**config.mk**
```make
export PLATFORM = sky130hd
export DESIGN_NAME = cmp_rr_scheduler_flat
export DESIGN_NICKNAME = d
export VERILOG_FILES = /design/src/rtl/cmp_rr_scheduler_pkg.sv /design/src/rtl/cmp_rr_scheduler_if.sv /design/src/rtl/cmp_rr_scheduler_cmp_unit.sv /design/src/rtl/cmp_rr_scheduler.sv /design/src/flat_wrapper.sv
export SDC_FILE = /design/constraint.sdc
export NUM_CORES = 1
export LEC_CHECK = 0
export ABC_AREA = 1
export BUFFER_PORTS_ARGS = -buffer_cell sky130_fd_sc_hd__clkbuf_2
export CAP_MARGIN = 20
export CORE_AREA = 2 2 79 58
export CTS_CLUSTER_DIAMETER = 30
export DETAILED_ROUTE_END_ITERATION = 7
export DIE_AREA = 0 0 81 60
export PLACE_DENSITY = 0.72
export SETUP_SLACK_MARGIN = 0.5
export SYNTH_ARGS = -nofsm -noshare
export SYNTH_HDL_FRONTEND = slang
export SYNTH_SLANG_ARGS = --single-unit
```
**constraint.sdc**
```tcl
create_clock -name clk -period 2 [get_ports clk]
set_clock_uncertainty 0.15 [all_clocks]
set_input_delay 0.2 -clock clk [delete_from_list [all_inputs] [get_ports clk]]
set_output_delay 0.2 -clock clk [all_outputs]
set_load 0.01 [all_outputs]
```
**src/rtl/cmp_rr_scheduler_pkg.sv**
```systemverilog
// Shared types and defaults for the round-robin comparator scheduler.
// The state encoding is fixed so that waveform viewers and other tools all decode it the same way.
package cmp_sched_pkg;

    localparam int DEF_N_REQ = 4;
    localparam int DEF_W     = 4;

    typedef enum logic [1:0] {
        IDLE = 2'd0,
        CMP  = 2'd1,
        RESP = 2'd2
    } state_t;

endpackage

```
**src/rtl/cmp_rr_scheduler_if.sv**
```systemverilog
// Requester-side bundle of the comparator scheduler: requests, operands and result/ack returns.
interface cmp_rr_scheduler_if
    import cmp_sched_pkg::*;
#(
    parameter int N_REQ = DEF_N_REQ,
    parameter int W     = DEF_W,
    parameter int IDW   = $clog2(N_REQ)
);

    logic [N_REQ-1:0]   req;
    logic [N_REQ*W-1:0] a_in;
    logic [N_REQ*W-1:0] b_in;
    logic [N_REQ-1:0]   sgn_in;
    logic [N_REQ-1:0]   ack;
    logic               res_gt;
    logic               res_eq;
    logic [IDW-1:0]     grant_id;
    logic               busy;

    modport master (
        output req, a_in, b_in, sgn_in,
        input  ack, res_gt, res_eq, grant_id, busy
    );

    modport slave (
        input  req, a_in, b_in, sgn_in,
        output ack, res_gt, res_eq, grant_id, busy
    );

endinterface

```
**src/rtl/cmp_rr_scheduler_cmp_unit.sv**
```systemverilog
// Combinational W-bit magnitude comparator; sgn selects two's-complement ordering.
module cmp_unit
    import cmp_sched_pkg::*;
#(
    parameter int W = DEF_W
) (
    input  logic [W-1:0] a,
    input  logic [W-1:0] b,
    input  logic         sgn,
    output logic         gt,
    output logic         eq
);

    // Equality does not depend on the mode; only the ordering does.
    always_comb begin
        eq = (a == b);
        if (sgn) begin
            gt = ($signed(a) > $signed(b));
        end else begin
            gt = (a > b);
        end
    end

endmodule

```
**src/rtl/cmp_rr_scheduler.sv**
```systemverilog
// Round-robin scheduler that shares one comparator among N_REQ requesters.
// Each grant takes three cycles: latch operands, compare, respond with a one-hot ack.
module cmp_rr_scheduler
    import cmp_sched_pkg::*;
#(
    parameter int N_REQ = DEF_N_REQ,
    parameter int W     = DEF_W,
    parameter int IDW   = $clog2(N_REQ)
) (
    input  logic                clk,
    input  logic                reset,
    cmp_rr_scheduler_if.slave   bus
);

    localparam logic [N_REQ-1:0] ACK_LSB = {{(N_REQ-1){1'b0}}, 1'b1};

    state_t           state_q;
    state_t           state_d;
    logic [IDW-1:0]   rr_ptr;
    logic [IDW-1:0]   grant_id_q;
    logic [IDW-1:0]   pick;
    logic [W-1:0]     a_q;
    logic [W-1:0]     b_q;
    logic             sgn_q;
    logic [N_REQ-1:0] ack_q;
    logic             gt_q;
    logic             eq_q;
    logic             busy_q;
    logic             cmp_gt;
    logic             cmp_eq;
    logic [W-1:0]     a_arr [N_REQ];
    logic [W-1:0]     b_arr [N_REQ];

    // First requester at or after ptr, wrapping; returns ptr when nobody requests.
    function automatic logic [IDW-1:0] rr_pick(input logic [N_REQ-1:0] r,
                                               input logic [IDW-1:0]   ptr);
        logic [IDW-1:0] idx;
        logic           found;
        rr_pick = ptr;
        found   = 1'b0;
        for (int k = 0; k < N_REQ; k++) begin
            idx = IDW'((int'(ptr) + k) % N_REQ);
            if (!found && r[idx]) begin
                rr_pick = idx;
                found   = 1'b1;
            end
        end
    endfunction

    always_comb begin
        for (int i = 0; i < N_REQ; i++) begin
            a_arr[i] = bus.a_in[i*W +: W];
            b_arr[i] = bus.b_in[i*W +: W];
        end
    end

    always_ff @(posedge clk or negedge reset) begin
        if (!reset) begin
            state_q <= IDLE;
        end else begin
            state_q <= state_d;
        end
    end

    always_comb begin
        state_d = state_q;
        pick    = rr_pick(bus.req, rr_ptr);
        case (state_q)
            IDLE:    if (|bus.req) state_d = CMP;
            CMP:     state_d = RESP;
            RESP:    state_d = IDLE;
            default: state_d = IDLE;
        endcase
    end

    // The ack is loaded on the RESP edge, so it is visible in the cycle after RESP
    // while grant_id and the held result still describe the finished operation.
    always_ff @(posedge clk or negedge reset) begin
        if (!reset) begin
            rr_ptr     <= '0;
            grant_id_q <= '0;
            a_q        <= '0;
            b_q        <= '0;
            sgn_q      <= 1'b0;
            ack_q      <= '0;
            gt_q       <= 1'b0;
            eq_q       <= 1'b0;
            busy_q     <= 1'b0;
        end else begin
            busy_q <= (state_d != IDLE);
            ack_q  <= '0;
            case (state_q)
                IDLE: begin
                    if (|bus.req) begin
                        a_q        <= a_arr[pick];
                        b_q        <= b_arr[pick];
                        sgn_q      <= bus.sgn_in[pick];
                        grant_id_q <= pick;
                    end
                end
                CMP: begin
                    gt_q <= cmp_gt;
                    eq_q <= cmp_eq;
                end
                RESP: begin
                    ack_q  <= ACK_LSB << grant_id_q;
                    rr_ptr <= IDW'((int'(grant_id_q) + 1) % N_REQ);
                end
                default: ;
            endcase
        end
    end

    cmp_unit #(.W(W)) u_cmp (
        .a   (a_q),
        .b   (b_q),
        .sgn (sgn_q),
        .gt  (cmp_gt),
        .eq  (cmp_eq)
    );

    assign bus.ack      = ack_q;
    assign bus.res_gt   = gt_q;
    assign bus.res_eq   = eq_q;
    assign bus.grant_id = grant_id_q;
    assign bus.busy     = busy_q;

endmodule

```
**src/flat_wrapper.sv**
```systemverilog
// flat-port wrapper written by rule: the top's interface ports become plain ports
module cmp_rr_scheduler_flat import cmp_sched_pkg::*;
#(
    parameter int N_REQ = DEF_N_REQ,
    parameter int W     = DEF_W,
    parameter int IDW   = $clog2(N_REQ)
)
  (clk, reset, bus_req, bus_a_in, bus_b_in, bus_sgn_in, bus_ack, bus_res_gt, bus_res_eq, bus_grant_id, bus_busy);
  cmp_rr_scheduler_if #(.N_REQ(N_REQ), .W(W), .IDW(IDW)) bus_i ();
  input  logic clk;
  input  logic reset;
  input wire logic [$bits(bus_i.req)-1:0] bus_req;
  input wire logic [$bits(bus_i.a_in)-1:0] bus_a_in;
  input wire logic [$bits(bus_i.b_in)-1:0] bus_b_in;
  input wire logic [$bits(bus_i.sgn_in)-1:0] bus_sgn_in;
  output wire logic [$bits(bus_i.ack)-1:0] bus_ack;
  output wire logic [$bits(bus_i.res_gt)-1:0] bus_res_gt;
  output wire logic [$bits(bus_i.res_eq)-1:0] bus_res_eq;
  output wire logic [$bits(bus_i.grant_id)-1:0] bus_grant_id;
  output wire logic [$bits(bus_i.busy)-1:0] bus_busy;
  assign bus_i.req = bus_req;
  assign bus_i.a_in = bus_a_in;
  assign bus_i.b_in = bus_b_in;
  assign bus_i.sgn_in = bus_sgn_in;
  assign bus_ack = bus_i.ack;
  assign bus_res_gt = bus_i.res_gt;
  assign bus_res_eq = bus_i.res_eq;
  assign bus_grant_id = bus_i.grant_id;
  assign bus_busy = bus_i.busy;
  cmp_rr_scheduler #(.N_REQ(N_REQ), .W(W), .IDW(IDW)) u_core (.clk(clk), .reset(reset), .bus(bus_i));
endmodule
```
==> results.toml, run 1 <==
[clock_tree]
htreeDepth = 1
clockBufferDepth = 2
root_buffer = "clkbuf_8"
numCtsBuffers = 3
clk_latency_ns = 0.26
cts_tree = "built"
path_clk_slew_ns = 0.08
clock-sinks = 22

[cells_and_area]
drive_above_1_share = 0.424
diodes = 0
fill_cells = 411
nNetsFinal = 388
syn2layout_area_growth_pct = 39.5
utilization = 0.600

[worst_setup_path]
crit_path_end_kind = "register"
worstPathMaxFanout = 6
worst_ep_required_time_ns = 2.00
worstRegToRegCells = 14
critPathLaunch = "u_core.rr_ptr[0]$_DFFE_PN0P_"
path_class = "reg2reg"
r2r_end = "u_core.b_q[0]$_DFFE_PN0P_"
reg2reg_slack_ns = -0.06
worstReg2RegStart = "u_core.rr_ptr[0]$_DFFE_PN0P_"
cp-start-kind = "register"
arrival_ns = 2.07

[placement]
portBuffers = 50
gp_congestion = 0.932
hpwlAfterDp_microns = 3070
post-place-ws_ns = -0.0328

[power]
switching_share = 0.523
power_leakage_uw = 0.00145
p_per_area_nw_per_um2 = 1880
intPower_uw = 2240
pwr-share-seq = 0.172
ir_worst_vdd_mv = 1.07
power.share.combinational = 0.760
switchingPower_uw = 2460
clockPowerShare = 0.068

[hold_path]
hold_depth = 7
hold_start = "bus_b_in[3]"
hold_class = "in2reg"
hold_path_end = "u_core.b_q[3]$_DFFE_PN0P_"

[synthesis]
yosys_warnings = 0
synth_cell_types = 26
seq_area_frac_synth = 0.308
syn-num-nets = 315
ys_top_cells_by_area = "dfrtp_1 31%, nand2_1 26%, nand2_2 7.4%"
synth_cells = 265
yosys.area.top_type_share = 0.308
syn-mean-instance-area_sq_um = 6.74
synth-seq-cells = 22
yosys.area.top_type = "dfrtp_1"
syn_area_sq_um = 1790
synthFlopType = "dfrtp_1"
synth-edff-count = 0
synthArstFlopShare = 1.00

[global_route]
overflow = 0
grt_usage = 0.199
grt_max_degree = 23
antenna_found_initial = 0
grt_pass1_wl_microns = 7590
grt_pass1_vias = 1797

[status]
violations = "setup timing"
status = "finished, violations left"

[floorplanning]
dieArea_sq_um = 4860
start_util = 0.430
core_sq_um = 4150
die_w_microns = 81
ioPinCount = 51
rows = 20
die_h_microns = 60

[timing]
relSlewSlack = 0.627
fin_ws_ns = -0.0640
worstMarginPinSlew_ns = 0.559
rsz0062_at_grt = "true"
setup_violations = 10
fin_crit_sh = 1.03
finalCriticalPeriod_ns = 2.06
finalMaxSlewViolations = 0
fin_setup_tns_ns = -0.469
hold_viol = 0
fmax_ghz = 0.484

[detailed_routing]
drt_first_pass_iters = 4
wl_per_cell_microns = 11.3
via_per_inst = 4.76
route.detailed.drc = 0
drtIter0Drc = 78
drt_wl_total_microns = 4430
antenna_left = 0
vias = 1867

[job]
cap_violations = 0
==> metrics by stage <==
stage,hold WS [ns],cell area (sq um),power (uW),cells
2_1_floorplan,-0.246,1810,3170,265
3_3_place_gp,0.0609,2190,3840,378
3_5_place_dp,0.0641,2190,3880,378
4_1_cts,0.170,2400,4490,390
5_1_grt,0.201,2490,5200,392
6_report,0.174,2490,4700,392
==> area by class of cell <==
cell class,count,area (sq um),share of cell area
tap,55,68.8,0.0276
sequential,22,553,0.222
clock buffer,4,55.1,0.0221
inverter,25,105,0.0422
multi-input combinational,213,1230,0.493
timing repair buffer,73,482,0.193
==> worst max-delay path, stage by stage (launching register included) <==
cell	delay [ns]
dfrtp_2	0.46
buf_6	0.14
nand2_2	0.06
nand2_2	0.07
nand2_2	0.09
nand2_4	0.08
nor2_8	0.16
nand3_4	0.20
buf_6	0.20
nand3_2	0.07
nand2_1	0.05
nand2_1	0.05
nand2_1	0.06
nand2_1	0.06
nand2_1	0.05
==> synthesized netlist by cell type, types with 2 or more instances <==
| master | n |
|---|---|
| nand2_1 | 126 |
| nand3_1 | 26 |
| dfrtp_1 | 22 |
| nand2_2 | 21 |
| inv_1 | 20 |
| nor2_1 | 9 |
| ha_1 | 8 |
| o21ai_0 | 4 |
| a21oi_1 | 3 |
| buf_6 | 3 |
| inv_2 | 3 |
| nand2_4 | 3 |
| nand3_2 | 3 |
| nand2_8 | 2 |
==> what timing repair did <==
item	CTS	global route
buffers inserted	5	1
cloned	2	1
hold buffers	1	0
endpoints found under the hold margin	22	0
pin swaps	22	22
setup endpoints to repair	12	12
gates resized for setup	20	17
==> kinds of logic (layout without fill, tap and decap cells) <==
kind of cell / after synthesis / in the layout / synth area share
adders and majority gates: 8 / 8 / 0.0561
AOI/OAI and AO/OA: 9 / 9 / 0.0259
and+or+nand+nor: 194 / 196 / 0.516
DFF: 22 / 22 / 0.308
buffers and inverters: 32 / 102 / 0.0939
==> how the worst max path moves through the flow <==
stage	endpoint	slack [ns]	depth (start not counted)
2_1_floorplan	u_core.a_q[0]$_DFFE_PN0P_	0.13	16
3_3_place_gp	u_core.a_q[2]$_DFFE_PN0P_	-0.009	15
3_5_place_dp	u_core.a_q[2]$_DFFE_PN0P_	-0.03	13
4_1_cts	u_core.a_q[1]$_DFFE_PN0P_	-0.02	15
5_1_grt	u_core.a_q[0]$_DFFE_PN0P_	-0.18	14
6_report	u_core.b_q[0]$_DFFE_PN0P_	-0.06	14
==> power by group through the flow <==
| stage | Combinational [uW] | Clock, uW | Sequential (uW) |
|---|---|---|---|
| floorplan | 2390 | 0 | 779 |
| global placement | 3050 | 0 | 786 |
| detailed placement | 3090 | 0 | 793 |
| CTS | 3370 | 325 | 793 |
| global route | 4020 | 353 | 830 |
| finish | 3570 | 319 | 806 |
==> flip-flops by register name, summed over array words and instances, names as in the netlist <==
register             count
u_core.a_q               4
u_core.b_q               4
u_core.bus.ack           4
u_core.bus.busy          1
u_core.bus.grant_id      2
u_core.bus.res_eq        1
u_core.bus.res_gt        1
u_core.rr_ptr            2
u_core.sgn_q             1
u_core.state_q           2
==> metal layers <==
layer | vias to the layer above | GRT usage | share of wire
met5 | - | 0 | 0
met4 | 0 | 0.0339 | 0.0072
met3 | 4 | 0.0514 | 0.052
met2 | 55 | 0.352 | 0.47
met1 | 842 | 0.251 | 0.47
li1 | 966 | - | -
==> layout by cell type (no fill, tap or decap) <==
cell,Yosys,layout
nor4_1,1,1
nand3_1,26,13
buf_12,1,2
ha_4,0,2
o21ai_0,4,2
buf_6,3,3
clkbuf_2,0,50
nand2_8,2,2
inv_6,0,1
buf_4,1,16
nand2_4,3,10
dfrtp_2,0,2
a21oi_1,3,3
inv_2,3,5
nor3_1,1,1
inv_1,20,17
clkinv_4,0,1
o21ai_1,1,3
clkinv_2,1,1
nor2_1,9,9
nor2_8,1,1
a31oi_1,1,1
clkbuf_8,0,4
nand2_2,21,25
ha_1,8,6
dfrtp_1,22,20
dlygate4sd3_1,0,1
nand3_2,3,16
nand2_1,126,117
buf_16,0,1
nand3_4,1,1
Note: power is estimated with default switching activity, not from simulation.
==> run 2: changes to the inputs <==
--- a/config.mk
+++ b/config.mk
@@ -6,13 +6,12 @@
 export NUM_CORES = 1
 export LEC_CHECK = 0
 export ABC_AREA = 1
-export BUFFER_PORTS_ARGS = -buffer_cell sky130_fd_sc_hd__clkbuf_2
 export CAP_MARGIN = 20
 export CORE_AREA = 2 2 79 58
 export CTS_CLUSTER_DIAMETER = 30
 export DETAILED_ROUTE_END_ITERATION = 7
 export DIE_AREA = 0 0 81 60
-export PLACE_DENSITY = 0.72
+export DONT_BUFFER_PORTS = 1
 export SETUP_SLACK_MARGIN = 0.5
 export SYNTH_ARGS = -nofsm -noshare
 export SYNTH_HDL_FRONTEND = slang
==> constraint.sdc (replaced) <==
create_clock -name clk -period 2.5 [get_ports clk]
set_clock_uncertainty 0.15 [all_clocks]
set_input_delay 0.25 -clock clk [delete_from_list [all_inputs] [get_ports clk]]
set_output_delay 0.25 -clock clk [all_outputs]
set_load 0.01 [all_outputs]
==> results.toml, run 2 (same netlist as run 1, synthesis figures left out) <==
[clock_tree]
numCtsBuffers = 3
htreeDepth = 1
root_buffer = "clkbuf_8"
clk_latency_ns = 0.27
cts_tree = "built"
path_clk_slew_ns = 0.09
clockBufferDepth = 2
clock-sinks = 22

[global_route]
grt_max_degree = 23
grt_usage = 0.227
antenna_found_initial = 0
overflow = 0
grt_pass1_wl_microns = 8250
grt_pass1_vias = 1723

[hold_path]
hold_start = "bus_b_in[0]"
hold_path_end = "u_core.b_q[0]$_DFFE_PN0P_"
hold_depth = 6
hold_class = "in2reg"

[detailed_routing]
drt_first_pass_iters = 4
vias = 1835
drtIter0Drc = 117
wl_per_cell_microns = 14.4
antenna_left = 0
via_per_inst = 5.15
drt_wl_total_microns = 5130
route.detailed.drc = 0

[timing]
worstMarginPinSlew_ns = 0.378
relSlewSlack = 0.745
fin_crit_sh = 0.856
finalMaxSlewViolations = 0
fmax_ghz = 0.467
finalCriticalPeriod_ns = 2.14
hold_viol = 0
fin_setup_tns_ns = 0
rsz0062_at_grt = "true"
setup_violations = 0

[worst_setup_path]
worstRegToRegCells = 15
r2r_end = "u_core.a_q[0]$_DFFE_PN0P_"
cpLargestDelayFamily = "simple AND/OR/NAND/NOR gates"
cp_slowest_stage_delay_ns = 0.46
path_class = "reg2reg"
cp-start-kind = "register"
crit_slowest_cell = "dfrtp_2"
reg2reg_slack_ns = 0.36
worstPathMaxFanout = 6
crit_path_end_kind = "register"
path_buf_inv = 4
worst_ep_required_time_ns = 2.52
worstReg2RegStart = "u_core.rr_ptr[0]$_DFFE_PN0P_"
cp_cell_sequence = "inv_4 > buf_6 > nand2_4 > nand3_4 > nand2_4 > inv_4 > nor2_8 > buf_4 > nand3_4 > nand3_1 > nand2_2 > nand2_1 > nand2_1 > nand2_1 > nand2_1"
cpMostUsedCell = "nand2_1"
arrival_ns = 2.16

[cells_and_area]
multiInputGateArea_sq_um = 1330
ff_latch_area_sq_um = 553
diodes = 0
utilization = 0.585
final_cell_mix = "107 x nand2_1, 31 x nand2_2, 24 x nand3_1"
syn2layout_area_growth_pct = 36.0
fill_cells = 382
nNetsFinal = 352
drive_above_1_share = 0.339
final_common_cell = "nand2_1"

[floorplanning]
die_w_microns = 81
dieArea_sq_um = 4860
core_sq_um = 4150
ioPinCount = 51
start_util = 0.430
rows = 20
die_h_microns = 60

[status]
status = "complete, no violations"

[placement]
portBuffers = 0
gp_congestion = 0.830
hpwlAfterDp_microns = 2970

[job]
cap_violations = 0
-- run 2: cell count changes in the layout (fill, tap and decap cells not counted), sizes merged --
cell    before  now
bufinv       0    1
buf         22   30
inv         23   24
clkbuf      54    3
nand3       30   33
clkinv       2    1
nand2      154  157
-- run 2: worst max-delay path by stage --
stage | cells after the start | to | startpoint
2_1_floorplan | 16 | u_core.a_q[0]$_DFFE_PN0P_ | u_core.rr_ptr[0]$_DFFE_PN0P_
3_3_place_gp | 14 | u_core.a_q[3]$_DFFE_PN0P_ | u_core.rr_ptr[0]$_DFFE_PN0P_
3_5_place_dp | 14 | u_core.a_q[3]$_DFFE_PN0P_ | u_core.rr_ptr[1]$_DFFE_PN0P_
4_1_cts | 17 | u_core.sgn_q$_DFFE_PN0P_ | u_core.rr_ptr[0]$_DFFE_PN0P_
5_1_grt | 15 | u_core.a_q[0]$_DFFE_PN0P_ | u_core.rr_ptr[0]$_DFFE_PN0P_
6_report | 15 | u_core.a_q[0]$_DFFE_PN0P_ | u_core.rr_ptr[0]$_DFFE_PN0P_
-- run 2: layout make-up --
type,instances,area share
Multi-Input combinational cell,219,0.549
Sequential cell,22,0.228
Timing Repair Buffer,31,0.122
Inverter,25,0.0438
Tap cell,55,0.0283
Clock buffer,3,0.0170
Clock inverter,1,0.0124
-- run 2: worst min-delay path, cell delays in order --
cell     delay, ns
nand2_2       0.03
nand2_2       0.05
nand2_1       0.04
nand2_1       0.05
nand2_1       0.04
nand2_1       0.04
-- run 2: timing repair --
action | in CTS | in global routing
setup endpoints to repair | 11 | 11
gates resized for setup | 34 | 26
cloned | 6 | 2
pin swaps | 15 | 20
setup buffers | 23 | 4
hold buffers | 1 | 0
endpoints found under the hold margin | 22 | 0
-- run 2: metal layers --
metal | vias up | GRT usage | wire, microns
li1 | 907 | - | -
met1 | 844 | 0.327 | 2340
met2 | 74 | 0.346 | 2310
met3 | 10 | 0.0408 | 363
met4 | 0 | 0.0702 | 108
met5 | - | 0 | 0
-- run 2: through the flow --
step	hold WS, ns	setup WS (ns)	instance area [sq um]	std cells
detailed placement	-0.195	0.231	1800	315
floorplan	-0.196	0.601	1790	265
CTS	0.103	0.428	2250	349
global placement	-0.195	0.250	1800	315
global route	0.130	0.267	2430	356
finish	0.105	0.360	2430	356
Power of run 2 is left out: the tool's default activity adds up to more than one toggle a clock period on the data nets, which glitch-free logic cannot reach.
